[src/rtl/uart_xmtr_stim.sv]
`default_nettype none
// +--------------------------------------------------------------------------+
// | Module      : uart_xmtr_stim                                             |
// | Description : Serial transmit stimulus stage. Bytes written over a       |
// |               valid/ready interface are queued in a FIFO and sent on     |
// |               uart_sout as asynchronous frames: start bit, 8 data bits   |
// |               LSB first, optional parity bit, 1 or 2 stop bits.          |
// |                                                                          |
// | Ports       : clock       baud-reference clock, rising-edge logic        |
// |               reset       asynchronous active-high; flushes FIFO and     |
// |                           aborts any frame in progress                   |
// |               wr_data     byte to transmit                               |
// |               wr_valid    wr_data valid                                  |
// |               wr_ready    FIFO can accept a byte (not full)              |
// |               fifo_count  bytes queued, excluding the byte being shifted |
// |               busy        high while a frame is on the line              |
// |               tx_done     one-cycle pulse when the last stop bit ends    |
// |               uart_sout   serial line, idles high                        |
// |                                                                          |
// | Revision    : 1.0  initial release                                       |
// +--------------------------------------------------------------------------+
module uart_xmtr_stim #(
   parameter int CLKS_PER_BIT = 3,
   parameter int DEPTH        = 16,
   parameter int PARITY       = 0,
   parameter int STOP_BITS    = 1
) (
   input  logic                     clock,
   input  logic                     reset,
   input  logic [7:0]               wr_data,
   input  logic                     wr_valid,
   output logic                     wr_ready,
   output logic [$clog2(DEPTH):0]   fifo_count,
   output logic                     busy,
   output logic                     tx_done,
   output logic                     uart_sout
);

   localparam int         AW        = $clog2(DEPTH);
   localparam int         CW        = AW + 1;
   localparam logic [7:0] LAST_CLK  = 8'(CLKS_PER_BIT - 1);
   localparam logic       LAST_STOP = (STOP_BITS == 2);

   // ------------------------------------------------------------------
   // Parameter legality, rejected at elaboration
   // ------------------------------------------------------------------
   if (CLKS_PER_BIT < 2 || CLKS_PER_BIT > 255) begin : g_bad_clks_per_bit
      $fatal(1, "uart_xmtr_stim: CLKS_PER_BIT must be 2..255");
   end
   if (DEPTH < 4 || DEPTH > 256 || (DEPTH & (DEPTH - 1)) != 0) begin : g_bad_depth
      $fatal(1, "uart_xmtr_stim: DEPTH must be a power of 2 in 4..256");
   end
   if (PARITY < 0 || PARITY > 2) begin : g_bad_parity
      $fatal(1, "uart_xmtr_stim: PARITY must be 0, 1 or 2");
   end
   if (STOP_BITS != 1 && STOP_BITS != 2) begin : g_bad_stop_bits
      $fatal(1, "uart_xmtr_stim: STOP_BITS must be 1 or 2");
   end

   // ------------------------------------------------------------------
   // FIFO
   // ------------------------------------------------------------------
   logic [7:0]    mem [DEPTH];
   logic [AW-1:0] wr_ptr;
   logic [AW-1:0] rd_ptr;
   logic          push;
   logic          pop;
   logic          fifo_empty;
   logic [7:0]    head;
   logic          head_par;

   // Ready comes straight from the registered count, so a full FIFO can
   // never take a write regardless of what the FSM does in the same cycle.
   assign wr_ready   = (fifo_count != CW'(DEPTH));
   assign push       = wr_valid && wr_ready;
   assign fifo_empty = (fifo_count == '0);
   assign head       = mem[rd_ptr];
   assign head_par   = (PARITY == 1) ? ~^head : ^head;

   // Storage needs no reset: the pointers alone define what is valid.
   always_ff @(posedge clock) begin
      if (push) begin
         mem[wr_ptr] <= wr_data;
      end
   end

   // Pointers are AW bits wide, so they wrap modulo DEPTH naturally.
   always_ff @(posedge clock or posedge reset) begin
      if (reset) begin
         wr_ptr     <= '0;
         rd_ptr     <= '0;
         fifo_count <= '0;
      end else begin
         if (push) begin
            wr_ptr <= wr_ptr + 1'b1;
         end
         if (pop) begin
            rd_ptr <= rd_ptr + 1'b1;
         end
         fifo_count <= fifo_count + CW'(push) - CW'(pop);
      end
   end

   // ------------------------------------------------------------------
   // Frame FSM
   // ------------------------------------------------------------------
   typedef enum logic [2:0] {
      ST_IDLE   = 3'd0,
      ST_START  = 3'd1,
      ST_DATA   = 3'd2,
      ST_PARITY = 3'd3,
      ST_STOP   = 3'd4
   } state_t;

   state_t     state,       state_nxt;
   logic [7:0] bit_cnt_clk, bit_cnt_clk_nxt;
   logic [2:0] bit_idx,     bit_idx_nxt;
   logic       stop_idx,    stop_idx_nxt;
   logic [7:0] shift_reg,   shift_reg_nxt;
   logic       par_bit,     par_bit_nxt;
   logic       done_nxt;
   logic       line;
   logic       bit_end;

   assign bit_end = (bit_cnt_clk == LAST_CLK);

   always_comb begin
      state_nxt       = state;
      bit_cnt_clk_nxt = bit_cnt_clk;
      bit_idx_nxt     = bit_idx;
      stop_idx_nxt    = stop_idx;
      shift_reg_nxt   = shift_reg;
      par_bit_nxt     = par_bit;
      pop             = 1'b0;
      done_nxt        = 1'b0;
      line            = 1'b1;

      case (state)
         ST_IDLE: begin
            line = 1'b1;
            if (!fifo_empty) begin
               pop             = 1'b1;
               shift_reg_nxt   = head;
               par_bit_nxt     = head_par;
               bit_cnt_clk_nxt = '0;
               state_nxt       = ST_START;
            end
         end

         ST_START: begin
            line = 1'b0;
            if (bit_end) begin
               bit_cnt_clk_nxt = '0;
               bit_idx_nxt     = '0;
               state_nxt       = ST_DATA;
            end else begin
               bit_cnt_clk_nxt = bit_cnt_clk + 8'd1;
            end
         end

         ST_DATA: begin
            // The current data bit always sits in shift_reg[0].
            line = shift_reg[0];
            if (bit_end) begin
               bit_cnt_clk_nxt = '0;
               shift_reg_nxt   = {1'b0, shift_reg[7:1]};
               if (bit_idx == 3'd7) begin
                  stop_idx_nxt = 1'b0;
                  state_nxt    = (PARITY != 0) ? ST_PARITY : ST_STOP;
               end else begin
                  bit_idx_nxt = bit_idx + 3'd1;
               end
            end else begin
               bit_cnt_clk_nxt = bit_cnt_clk + 8'd1;
            end
         end

         ST_PARITY: begin
            line = par_bit;
            if (bit_end) begin
               bit_cnt_clk_nxt = '0;
               stop_idx_nxt    = 1'b0;
               state_nxt       = ST_STOP;
            end else begin
               bit_cnt_clk_nxt = bit_cnt_clk + 8'd1;
            end
         end

         ST_STOP: begin
            line = 1'b1;
            if (bit_end) begin
               bit_cnt_clk_nxt = '0;
               if (stop_idx == LAST_STOP) begin
                  done_nxt = 1'b1;
                  // Chain straight into the next frame when data is waiting
                  // so back-to-back bytes leave no idle gap on the line.
                  if (!fifo_empty) begin
                     pop           = 1'b1;
                     shift_reg_nxt = head;
                     par_bit_nxt   = head_par;
                     state_nxt     = ST_START;
                  end else begin
                     state_nxt = ST_IDLE;
                  end
               end else begin
                  stop_idx_nxt = 1'b1;
               end
            end else begin
               bit_cnt_clk_nxt = bit_cnt_clk + 8'd1;
            end
         end

         default: begin
            state_nxt = ST_IDLE;
         end
      endcase
   end

   // uart_sout is the registered image of the current state's line value,
   // so the line lags the state by one clock and never glitches. Reset
   // forces the line high asynchronously, mid-bit if necessary.
   always_ff @(posedge clock or posedge reset) begin
      if (reset) begin
         state       <= ST_IDLE;
         bit_cnt_clk <= '0;
         bit_idx     <= '0;
         stop_idx    <= 1'b0;
         shift_reg   <= '0;
         par_bit     <= 1'b0;
         tx_done     <= 1'b0;
         uart_sout   <= 1'b1;
      end else begin
         state       <= state_nxt;
         bit_cnt_clk <= bit_cnt_clk_nxt;
         bit_idx     <= bit_idx_nxt;
         stop_idx    <= stop_idx_nxt;
         shift_reg   <= shift_reg_nxt;
         par_bit     <= par_bit_nxt;
         tx_done     <= done_nxt;
         uart_sout   <= line;
      end
   end

   assign busy = (state != ST_IDLE);

endmodule
`default_nettype wire

[config.mk]
export PLATFORM = sky130hd
export DESIGN_NAME = uart_xmtr_stim
export DESIGN_NICKNAME = d
export VERILOG_FILES = /design/src/rtl/uart_xmtr_stim.sv
export SDC_FILE = /design/constraint.sdc
export NUM_CORES = 1
export LEC_CHECK = 0
export CORE_MARGIN = 3
export CORE_UTILIZATION = 30
export DETAILED_ROUTE_END_ITERATION = 8
export GPL_ROUTABILITY_DRIVEN = 0
export SLEW_MARGIN = 0
export SYNTH_ARGS = -nofsm -noshare
export SYNTH_HDL_FRONTEND = slang
export SYNTH_SLANG_ARGS = --single-unit
[constraint.sdc]
create_clock -name clock -period 3.9 [get_ports clock]
set_clock_uncertainty 0.2 [all_clocks]
set_input_delay 0.78 -clock clock [delete_from_list [all_inputs] [get_ports clock]]
set_output_delay 0.78 -clock clock [all_outputs]
set_load 0.01 [all_outputs]
==> metrics, run 1 <==
main area contributors after synthesis edfxtp_1 55%, dfrtp_1 13%, mux4_2 6.8%, mux4_1 4.1%, ha_1 2.7%; CTS H-tree lvls 4; placed cell areas 7520 sq um; max-cap violations 0; Clock Pin Slew Worst Setup and Hold Paths 0.07 ns; layout cells sized above 1 15.1%; final setup TNS 0 ns; synthesized instance count 419; Clk pwr share a little over a quarter; DRT iter0 DRCs 254; CTS Sinks 166; Core Region 22700 sq um; crit path time final 3.24 ns; Num CTS Buffers 17; max_slew headroom 50.1%; CP Capture Type flip-flop; Syn. warnings 0; Gate power share 34.6%; Avg Cell Area, Syn 16.6 sq um; Die Span X 158 um; switching fraction of total power 32.9%; gr ovfl total 0; Reg2Reg Setup Slack between 0.6 and 0.7 ns; status finished, final reports clean; Synth-to-Final Area Change 16.2%; CTS tree built; cell mode on critical path ha_1; Final Cell Area 8100 sq um; Hold Fails Final Rpt 0; Top Ports 20; Worst Hold Class reg2reg; Die Area 25100 sq um; syn_nets 446; Startpoint Class flip-flop; Initial Util 30.7%; main flop type after synthesis edfxtp_1; GRT Total Usage 11.4%; unrepaired setup endpoints after global routing false; DP HPWL 8.62 mm; Int Pwr 4.17 mW; final core occ 35.7%; maximum VDD drop 0.406 mV; CP Max Fanout 12; CP cell instances inv_1 > ha_1 > nor4b_1 > nand2_1 > nand3_1 > and2_1 > ha_1 > inv_1 > ha_1 > fa_1 > a21oi_1 > nor2_1 > nor2_1 > xnor2_1; max incr delay on CP 0.43 ns; Row Count 55; n_diodes 0; hold-fix buffers at CTS 0; count of pins over their slew limit 0; Async SR Flop Fraction 22.9%; drt pass-1 iters 4; initial antenna violation count 0; synthesized flop and latch total 166; Die H between 150 and 200 um; leak pwr 2.85 nW; Worst Path Arrival roughly 3.4 ns; Netlist cell types 44; EDFF count, synth 128; cell area after synthesis 6970 sq um; vias per cell ~4.8; final net count 483; DR WL/cell 17.8 um; Fmax achieved 309 MHz; port bufs 19; post-synth top area share between 50 and 60%; Setup CP Type reg2reg; Clock Path Buffers 2; Remaining DRCs 0; power per cell area 767 nW/um^2; Vias 3625; Synth area leader edfxtp_1; vias in the first global route 3729; first-pass GRT wire length 21.0 mm; Root Buffer clkbuf_16; Clock Latency Late Sink 0.43 ns; Post-CTS Setup Bufs 0; Pwr Total 6.21 mW; Req. time, crit path 4.05 ns; Critical Path Slowest Stage Cell dfrtp_1; fin crit share 83.0%; Final ANT Viol Nets 0; final wirelength 13.4 mm; Largest register FFs 128; Slew @ Worst Pin 0.745 ns; Seq/Total Area, Yosys between 60% and 70%; Resized cells post-CTS 0; sequential share of power 38.9%; NetSw 2.04 mW; final setup fails 0; largest net degree at the start of global routing 35
-- kinds of logic (layout without fill, tap and decap cells) --
| group | Yosys count | after routing | share of synthesized area [%] |
|---|---|---|---|
| adders and majority gates | 16 | 16 | 2.98 |
| buffers and inverters | 30 | 80 | 2.62 |
| xor gates and xnor gates | 19 | 19 | 2.39 |
| and+or+nand+nor | 93 | 93 | 6.11 |
| muxes | 40 | 40 | 12.1 |
| AOI/OAI and AO/OA | 55 | 55 | 4.94 |
| DFF | 166 | 166 | 68.9 |
-- critical path, delay by kind of cell (launching register included) --
| kind | cells | cell delay (ns) |
|---|---|---|
| buffers and inverters | 2 | 0.11 |
| AO/OA/AOI/OAI | 1 | 0.15 |
| adder cells (fa/ha/maj) | 4 | 1.08 |
| XOR/XNOR | 1 | 0.12 |
| flip-flops | 1 | 0.43 |
| AND/OR/NAND/NOR | 6 | 1.06 |
-- area by class of cell --
class | instances | area, sq um
clock buffer | 17 | 425
tap | 285 | 357
fill | 2118 | 14600
multi-input combinational | 223 | 1990
inverter | 11 | 41.3
timing repair buffer | 37 | 338
clock inverter | 15 | 151
sequential | 166 | 4800
-- cells in the mapped netlist (2+ instances only) --
master and n:
edfxtp_1 128, xnor2_1 14, a21o_1 2, nand4_1 2, mux2i_1 7, dfrtp_1 37, nand2b_1 4, o21ai_0 24
nor3_1 5, inv_1 11, nor2_1 25, mux4_2 21, a22oi_1 17, and2_1 5, ha_1 15, clkdlybuf4s25_2 3
clkbuf_1 5, xor2_1 5, buf_2 4, buf_4 2, nand3_1 6, nand2_1 35, or3_1 3, buf_6 3
nor2b_1 3, mux4_1 11, a21oi_1 5
-- metal layers --
metal  GRT usage [%]  routed length [um]  vias up
met5               0                   0        -
met4            4.18                 180        0
met3            2.94                 589       15
met2            18.2                6450       69
met1            15.2                6180     1856
li1                -                   -     1685
-- cells in the final DEF (no fill, tap or decap), types with 2 or more instances in the layout --
cell / count
clkdlybuf4s50_1: 19
nor2_1: 25
mux2i_1: 7
edfxtp_1: 128
nand3_1: 6
clkinv_2: 2
a21oi_1: 5
nand2_1: 35
a21o_1: 2
or3_1: 3
xnor2_1: 14
o21ai_0: 24
nor3_1: 5
nand2b_1: 4
clkinvlp_4: 2
ha_1: 15
dfrtp_1: 36
and2_1: 5
nor2b_1: 3
mux4_2: 21
inv_1: 11
buf_4: 17
inv_6: 4
bufinv_16: 2
nand4_1: 2
mux4_1: 11
clkinv_1: 3
xor2_1: 5
a22oi_1: 17
clkbuf_16: 17
-- through the flow --
stage                     setup slack, ns  std cells  hold slack (ns)
after floorplan                      1.09        419            0.250
after CTS                           0.675        754            0.295
final                               0.662        754            0.288
after detailed placement            0.604        722            0.274
after global routing                0.391        754            0.315
after global placement              0.615        722            0.265
-- power groups by stage --
stage | sequential [mW] | combinational (mW) | clock [mW]
CTS | 2.42 | 2.19 | 1.68
finish | 2.42 | 2.15 | 1.65
detailed placement | 2.45 | 2.18 | 0
global route | 2.46 | 2.40 | 1.76
floorplan | 2.38 | 1.68 | 0
global placement | 2.44 | 2.14 | 0
-- final timing paths --
path,startpoint,to,cells after the start
worst max-delay path,bit_cnt_clk[0]$_DFFE_PP0P_,fifo_count[4]$_DFF_PP0_,14
worst min-delay path,shift_reg[0]$_DFFE_PP0P_,shift_reg[0]$_DFFE_PP0P_,2
worst max register to register,bit_cnt_clk[0]$_DFFE_PP0P_,fifo_count[4]$_DFF_PP0_,14
worst min register to register,shift_reg[0]$_DFFE_PP0P_,shift_reg[0]$_DFFE_PP0P_,2
max in group asynchronous,reset,fifo_count[2]$_DFF_PP0_,3
min in group asynchronous,reset,state[2]$_DFFE_PP0P_,2
No activity file was read; power rests on OpenSTA's default activity.
==> run 2, diff against run 1 <==
==> constraint.sdc (replaced) <==
create_clock -name clock -period 3.25 [get_ports clock]
set_clock_uncertainty 0.2 [all_clocks]
set_input_delay 0.65 -clock clock [delete_from_list [all_inputs] [get_ports clock]]
set_output_delay 0.65 -clock clock [all_outputs]
set_load 0.01 [all_outputs]
==> metrics, run 2 (synthesis gave the netlist of run 1 again) <==
Fmax achieved 347 MHz (+12%); Req. time, crit path 3.41 ns (-0.64 ns); maximum VDD drop 0.436 mV (+7.3%); n_diodes 0 (unchanged); CP cell instances inv_1 > ha_1 > nor4b_1 > nand2_1 > nand3_1 > and2_1 > ha_1 > inv_1 > ha_1 > fa_1 > a21oi_1 > nor2_1 > nor2_1 > xnor2_1; pre-CTS WS 0.320 ns (-0.284 ns); worst setup margin 0.370 ns (-0.292 ns); Largest register FFs 128 (unchanged); Clk pwr share 26.6% (about the same); CTS H-tree lvls 4 (unchanged); final setup fails 0 (unchanged); CP Capture Type flip-flop; count of pins over their slew limit 0 (unchanged); RR Startpoint bit_cnt_clk[0]$_DFFE_PP0P_; CTS Sinks 166 (unchanged); largest net degree at the start of global routing 39 (+11%); cell mode on critical path ha_1; Worst Hold Class reg2reg; max-cap violations 0 (unchanged); Worst Path Arrival 3.04 ns (-0.35 ns); Root Buffer clkbuf_16; CP top delay family adder cells; first-pass GRT wire length 21.5 mm (+2.7%); hold-fix buffers at CTS 0 (unchanged); vias in the first global route 3757 (+0.75%); Remaining DRCs 0 (unchanged); worst setup path start bit_cnt_clk[0]$_DFFE_PP0P_; vias per cell 4.80 (about the same); CP Max Fanout 6 (-6); Critical Path Slowest Stage Cell dfrtp_1; layout cells sized above 1 16.7% (+1.6 points); fin crit share 88.6% (+5.6 points); final net count 492 (+1.9%); switching fraction of total power 33.1% (+0.27 points); Startpoint Class flip-flop; final wirelength 13.6 mm (+1.3%); Die Span X 158 um (unchanged); CTS tree built; max incr delay on CP 0.42 ns (about the same); DRT iter0 DRCs 289 (+14%); final core occ 36.1% (+0.41 points); final setup TNS 0 ns (unchanged); Num CTS Buffers 17 (unchanged); gr ovfl total 0 (unchanged); max_slew headroom 54.3% (+4.2 points); leak pwr 2.91 nW (+2.1%); most frequent cells in the layout 128 x edfxtp_1, 36 x dfrtp_1, 35 x nand2_1, 25 x nor2_1, 25 x buf_4; Final ANT Viol Nets 0 (unchanged); Int Pwr 5.06 mW (+21%); unrepaired setup endpoints after global routing false; port bufs 19 (unchanged); Die H 158 um (unchanged); Critical Path Stages 14 (unchanged); Resized cells post-CTS 0 (unchanged); Die Area 25100 sq um (unchanged); commonest non-fill, non-tap cell in the layout edfxtp_1; initial antenna violation count 0 (unchanged); Row Count 55 (unchanged); worst setup path endpoint fifo_count[4]$_DFF_PP0_; R2R Path End fifo_count[4]$_DFF_PP0_; DP HPWL 8.63 mm (+0.14%); Slew @ Worst Pin 0.683 ns (-0.0623 ns); crit path time final 2.88 ns (-0.358 ns); DR WL/cell 17.8 um (+0.11%); Post-CTS Setup Bufs 0 (unchanged); power per cell area 925 nW/um^2 (+21%); drt pass-1 iters 5 (+1); Clock Latency Late Sink 0.43 ns (about the same); Clock Path Buffers 2 (unchanged); Worst Hold Margin 0.280 ns (-0.00807 ns); Vias 3666 (+1.1%); GRT Total Usage 11.7% (+0.25 points); Clock Pin Slew Worst Setup and Hold Paths 0.06 ns (about the same); Setup CP Type reg2reg; Top Ports 20 (unchanged); NetSw 2.51 mW (+23%); Core Region 22700 sq um (unchanged); Reg2Reg Setup Slack 0.37 ns (-0.29 ns); Synth-to-Final Area Change 17.6%; status finished, final reports clean; Gate power share 35.1% (+0.5 points); Hold Fails Final Rpt 0 (unchanged); layout filler cell count 2131 (+0.61%); reg2reg path depth 14 (unchanged); CP bufs+invs 2 (unchanged); sequential share of power 38.3% (-0.6 points); Initial Util 30.7% (unchanged)
run 2: cell types whose count changed in the layout (fill, tap and decap cells not counted):
cell	before	now
buf_4	17	25
buf_12	1	2
inv_8	1	3
inv_6	4	5
clkinv_2	2	0
clkinvlp_4	2	1
run 2: worst min-delay path by stage:
stage / startpoint / endpoint / slack, ns / depth (start not counted)
2_1_floorplan: shift_reg[1]$_DFFE_PP0P_ / shift_reg[1]$_DFFE_PP0P_ / 0.25 / 2
3_3_place_gp: shift_reg[1]$_DFFE_PP0P_ / shift_reg[1]$_DFFE_PP0P_ / 0.26 / 2
3_5_place_dp: shift_reg[3]$_DFFE_PP0P_ / shift_reg[3]$_DFFE_PP0P_ / 0.27 / 2
4_1_cts: shift_reg[3]$_DFFE_PP0P_ / shift_reg[3]$_DFFE_PP0P_ / 0.28 / 2
5_1_grt: shift_reg[7]$_DFFE_PP0P_ / shift_reg[7]$_DFFE_PP0P_ / 0.33 / 1
6_report: shift_reg[3]$_DFFE_PP0P_ / shift_reg[3]$_DFFE_PP0P_ / 0.28 / 2
run 2: power by group through the flow:
stage          sequential [mW]  clock [mW]  combinational (mW)
3_3_place_gp              2.92           0                2.63
6_report                  2.90        2.01                2.66
5_1_grt                   2.94        2.16                2.97
4_1_cts                   2.90        2.06                2.71
3_5_place_dp              2.94           0                2.70
2_1_floorplan             2.86           0                2.02
run 2: through the flow:
stage	power [mW]	cells	instance area [sq um]
3_5_place_dp	5.64	731	7600
5_1_grt	8.07	763	8190
4_1_cts	7.67	763	8190
6_report	7.58	763	8190
2_1_floorplan	4.87	419	6970
3_3_place_gp	5.55	731	7600
run 2: layout make-up:
cell class	count	area, sq um	share of cell area [%]
Clock inverter	15	165	2.02
Timing Repair Buffer	46	418	5.10
Inverter	11	41.3	0.504
Clock buffer	17	425	5.19
Sequential cell	166	4800	58.6
Tap cell	285	357	4.35
Multi-Input combinational cell	223	1990	24.3
run 2: tightest hold or removal path, stage by stage, from the launching register on:
cell and delay (ns):
dfrtp_1 0.34, nand2_1 0.05, o21ai_0 0.06
run 2: per-layer routing:
metal / global-route usage (%) / wire (um)
met3: 2.66 / 491
met2: 18.0 / 6510
met1: 15.9 / 6420
met5: 0 / 0
met4: 5.00 / 151
==> run 3, diff against run 2 <==
--- a/config.mk
+++ b/config.mk
@@ -9,6 +9,7 @@
 export CORE_UTILIZATION = 30
 export DETAILED_ROUTE_END_ITERATION = 8
 export GPL_ROUTABILITY_DRIVEN = 0
+export GPL_TIMING_DRIVEN = 0
 export SLEW_MARGIN = 0
 export SYNTH_ARGS = -nofsm -noshare
 export SYNTH_HDL_FRONTEND = slang
==> constraint.sdc (replaced) <==
create_clock -name clock -period 3.05 [get_ports clock]
set_clock_uncertainty 0.2 [all_clocks]
set_input_delay 0.61 -clock clock [delete_from_list [all_inputs] [get_ports clock]]
set_output_delay 0.61 -clock clock [all_outputs]
set_load 0.01 [all_outputs]
==> metrics, run 3 (synthesis gave the netlist of run 1 again) <==
met1 usage in global routing 14.6% (-1.3 points); n_diodes 0 (unchanged); hold-fix buffers at CTS 0 (unchanged); CP Max Fanout 9 (+3); Hold Fails Final Rpt 0 (unchanged); Remaining DRCs 0 (unchanged); DP HPWL 8.87 mm (+2.8%); vias in the first global route 3746 (-0.29%); CTS H-tree lvls 4 (unchanged); CTS tree built; largest net degree at the start of global routing 39 (unchanged); Root Buffer clkbuf_16; Worst Hold Class reg2reg; Slew @ Worst Pin 0.830 ns (+0.147 ns); Die Area 25100 sq um (unchanged); commonest non-fill, non-tap cell in the layout edfxtp_1; drt pass-1 iters 4 (-1); final setup fails 0 (unchanged); first-pass GRT wire length 21.0 mm (-2.4%); Synth-to-Final Area Change 17.1%; port bufs 19 (unchanged); final wirelength 13.4 mm (-1.5%); final setup TNS 0 ns (unchanged); Final ANT Viol Nets 0 (unchanged); CP Capture Type flip-flop; CP cell instances inv_1 > ha_1 > nor4b_2 > nand2_1 > nand3_1 > and2_1 > buf_6 > ha_1 > inv_1 > ha_1 > fa_2 > a21oi_2 > nor2_1 > nor2_1 > xnor2_1; cell mode on critical path ha_1; crit path time final 2.85 ns (-0.0338 ns); max-cap violations 0 (unchanged); power per cell area 987 nW/um^2 (+6.7%); layout cells sized above 1 16.9% (+0.21 points); Core Region 22700 sq um (unchanged); Clock Pin Slew Worst Setup and Hold Paths 0.06 ns (about the same); Initial Util 30.7% (unchanged); max_slew headroom 44.6% (-9.7 points); Req. time, crit path 3.20 ns (-0.21 ns); Largest register FFs 128 (unchanged); CTS Sinks 166 (unchanged); Critical Path Slowest Stage Cell fa_2; status finished, final reports clean; Startpoint Class flip-flop; Vias 3638 (-0.76%); vias per cell 4.81 (about the same); gr ovfl total 0 (unchanged); final net count 486 (-1.2%); count of pins over their slew limit 0 (unchanged); Worst Path Arrival 2.99 ns (-0.05 ns); Setup CP Type reg2reg; Clock Latency Late Sink 0.42 ns (about the same); DRT iter0 DRCs 229 (-21%); placed cell areas 7510 sq um (-1.2%); leak pwr 2.85 nW (-2.0%); Top Ports 20 (unchanged); met2 Track Usage GR 19.0% (+0.97 points); fin crit share 93.3% (+4.7 points); most frequent cells in the layout 128 x edfxtp_1, 37 x dfrtp_1, 35 x nand2_1, 25 x nor2_1, 23 x o21ai_0; Final Cell Area 8160 sq um (-0.40%); Die Span X 158 um (unchanged); Die H 158 um (unchanged); gr busiest metal met2; maximum VDD drop 0.449 mV (+3.0%); GRT Total Usage 11.3% (-0.34 points); Row Count 55 (unchanged); Clock Path Buffers 2 (unchanged); max incr delay on CP 0.37 ns (-0.05 ns); initial antenna violation count 0 (unchanged); Fmax achieved 351 MHz (+1.2%); Num CTS Buffers 17 (unchanged); M3 GR Usage 3.32% (+0.65 points); DR WL/cell 17.7 um (-0.71%)
[run 3: layout make-up]
type,count,area (sq um)
flip-flops and latches,166,4800
multi-input cells,223,2020
inverters,11,41.3
repair buffers,22,213
plain buffers,18,138
well taps,285,357
fillers,2131,14600
clock inverters,15,164
clock buffers,17,425
[run 3: power by group]
part	internal (mW)	leakage, nW	total, mW	switching (mW)
Combinational	1.36	0.936	2.92	1.56
Sequential	2.84	1.63	3.03	0.188
Clock	1.16	0.284	2.10	0.944
[run 3: metal layers]
layer | vias up | routed length, um
met4 | 0 | 120
li1 | 1692 | -
met2 | 59 | 6730
met1 | 1876 | 5980
met3 | 11 | 540
met5 | - | 0
[run 3: final timing paths]
kind / startpoint / to / slack [ns] / cells past startpoint
setup / recovery: bit_cnt_clk[0]$_DFFE_PP0P_ / fifo_count[4]$_DFF_PP0_ / 0.20 / 15
hold / removal: shift_reg[4]$_DFFE_PP0P_ / shift_reg[4]$_DFFE_PP0P_ / 0.29 / 2
setup reg to reg: bit_cnt_clk[0]$_DFFE_PP0P_ / fifo_count[4]$_DFF_PP0_ / 0.20 / 15
hold reg to reg: shift_reg[4]$_DFFE_PP0P_ / shift_reg[4]$_DFFE_PP0P_ / 0.29 / 2
max in group asynchronous: reset / fifo_count[0]$_DFF_PP0_ / 1.63 / 2
min in group asynchronous: reset / tx_done$_DFF_PP0_ / 0.48 / 2
[run 3: what timing repair did]
item	4_1_cts	5_1_grt
gates resized for setup	6	4
pin swaps	1	0
setup endpoints to repair	33	1
endpoints found under the hold margin	0	0
setup buffers	2	1
[run 3: worst max-delay path, delay by kind of cell (launching register included)]
| kind | cells | cell delay, ns |
|---|---|---|
| simple gates | 6 | 0.71 |
| xor+xnor | 1 | 0.12 |
| fa+ha+maj | 4 | 1.04 |
| buf+inv | 3 | 0.23 |
| compound gates | 1 | 0.12 |
| flops | 1 | 0.36 |
[run 3: through the flow]
step                      hold WS, ns  setup WS (ns)  instances  utilization (%)  power, mW
after CTS                       0.289         0.0318        757             35.9       8.12
after floorplan                 0.250          0.245        419                -       5.19
after global routing            0.324      -0.000791        757             35.9       8.55
after global placement          0.266         -0.452        723             33.1       5.90
final                           0.286          0.204        757             35.9       8.05
after detailed placement        0.275         -0.464        723             33.1       5.97
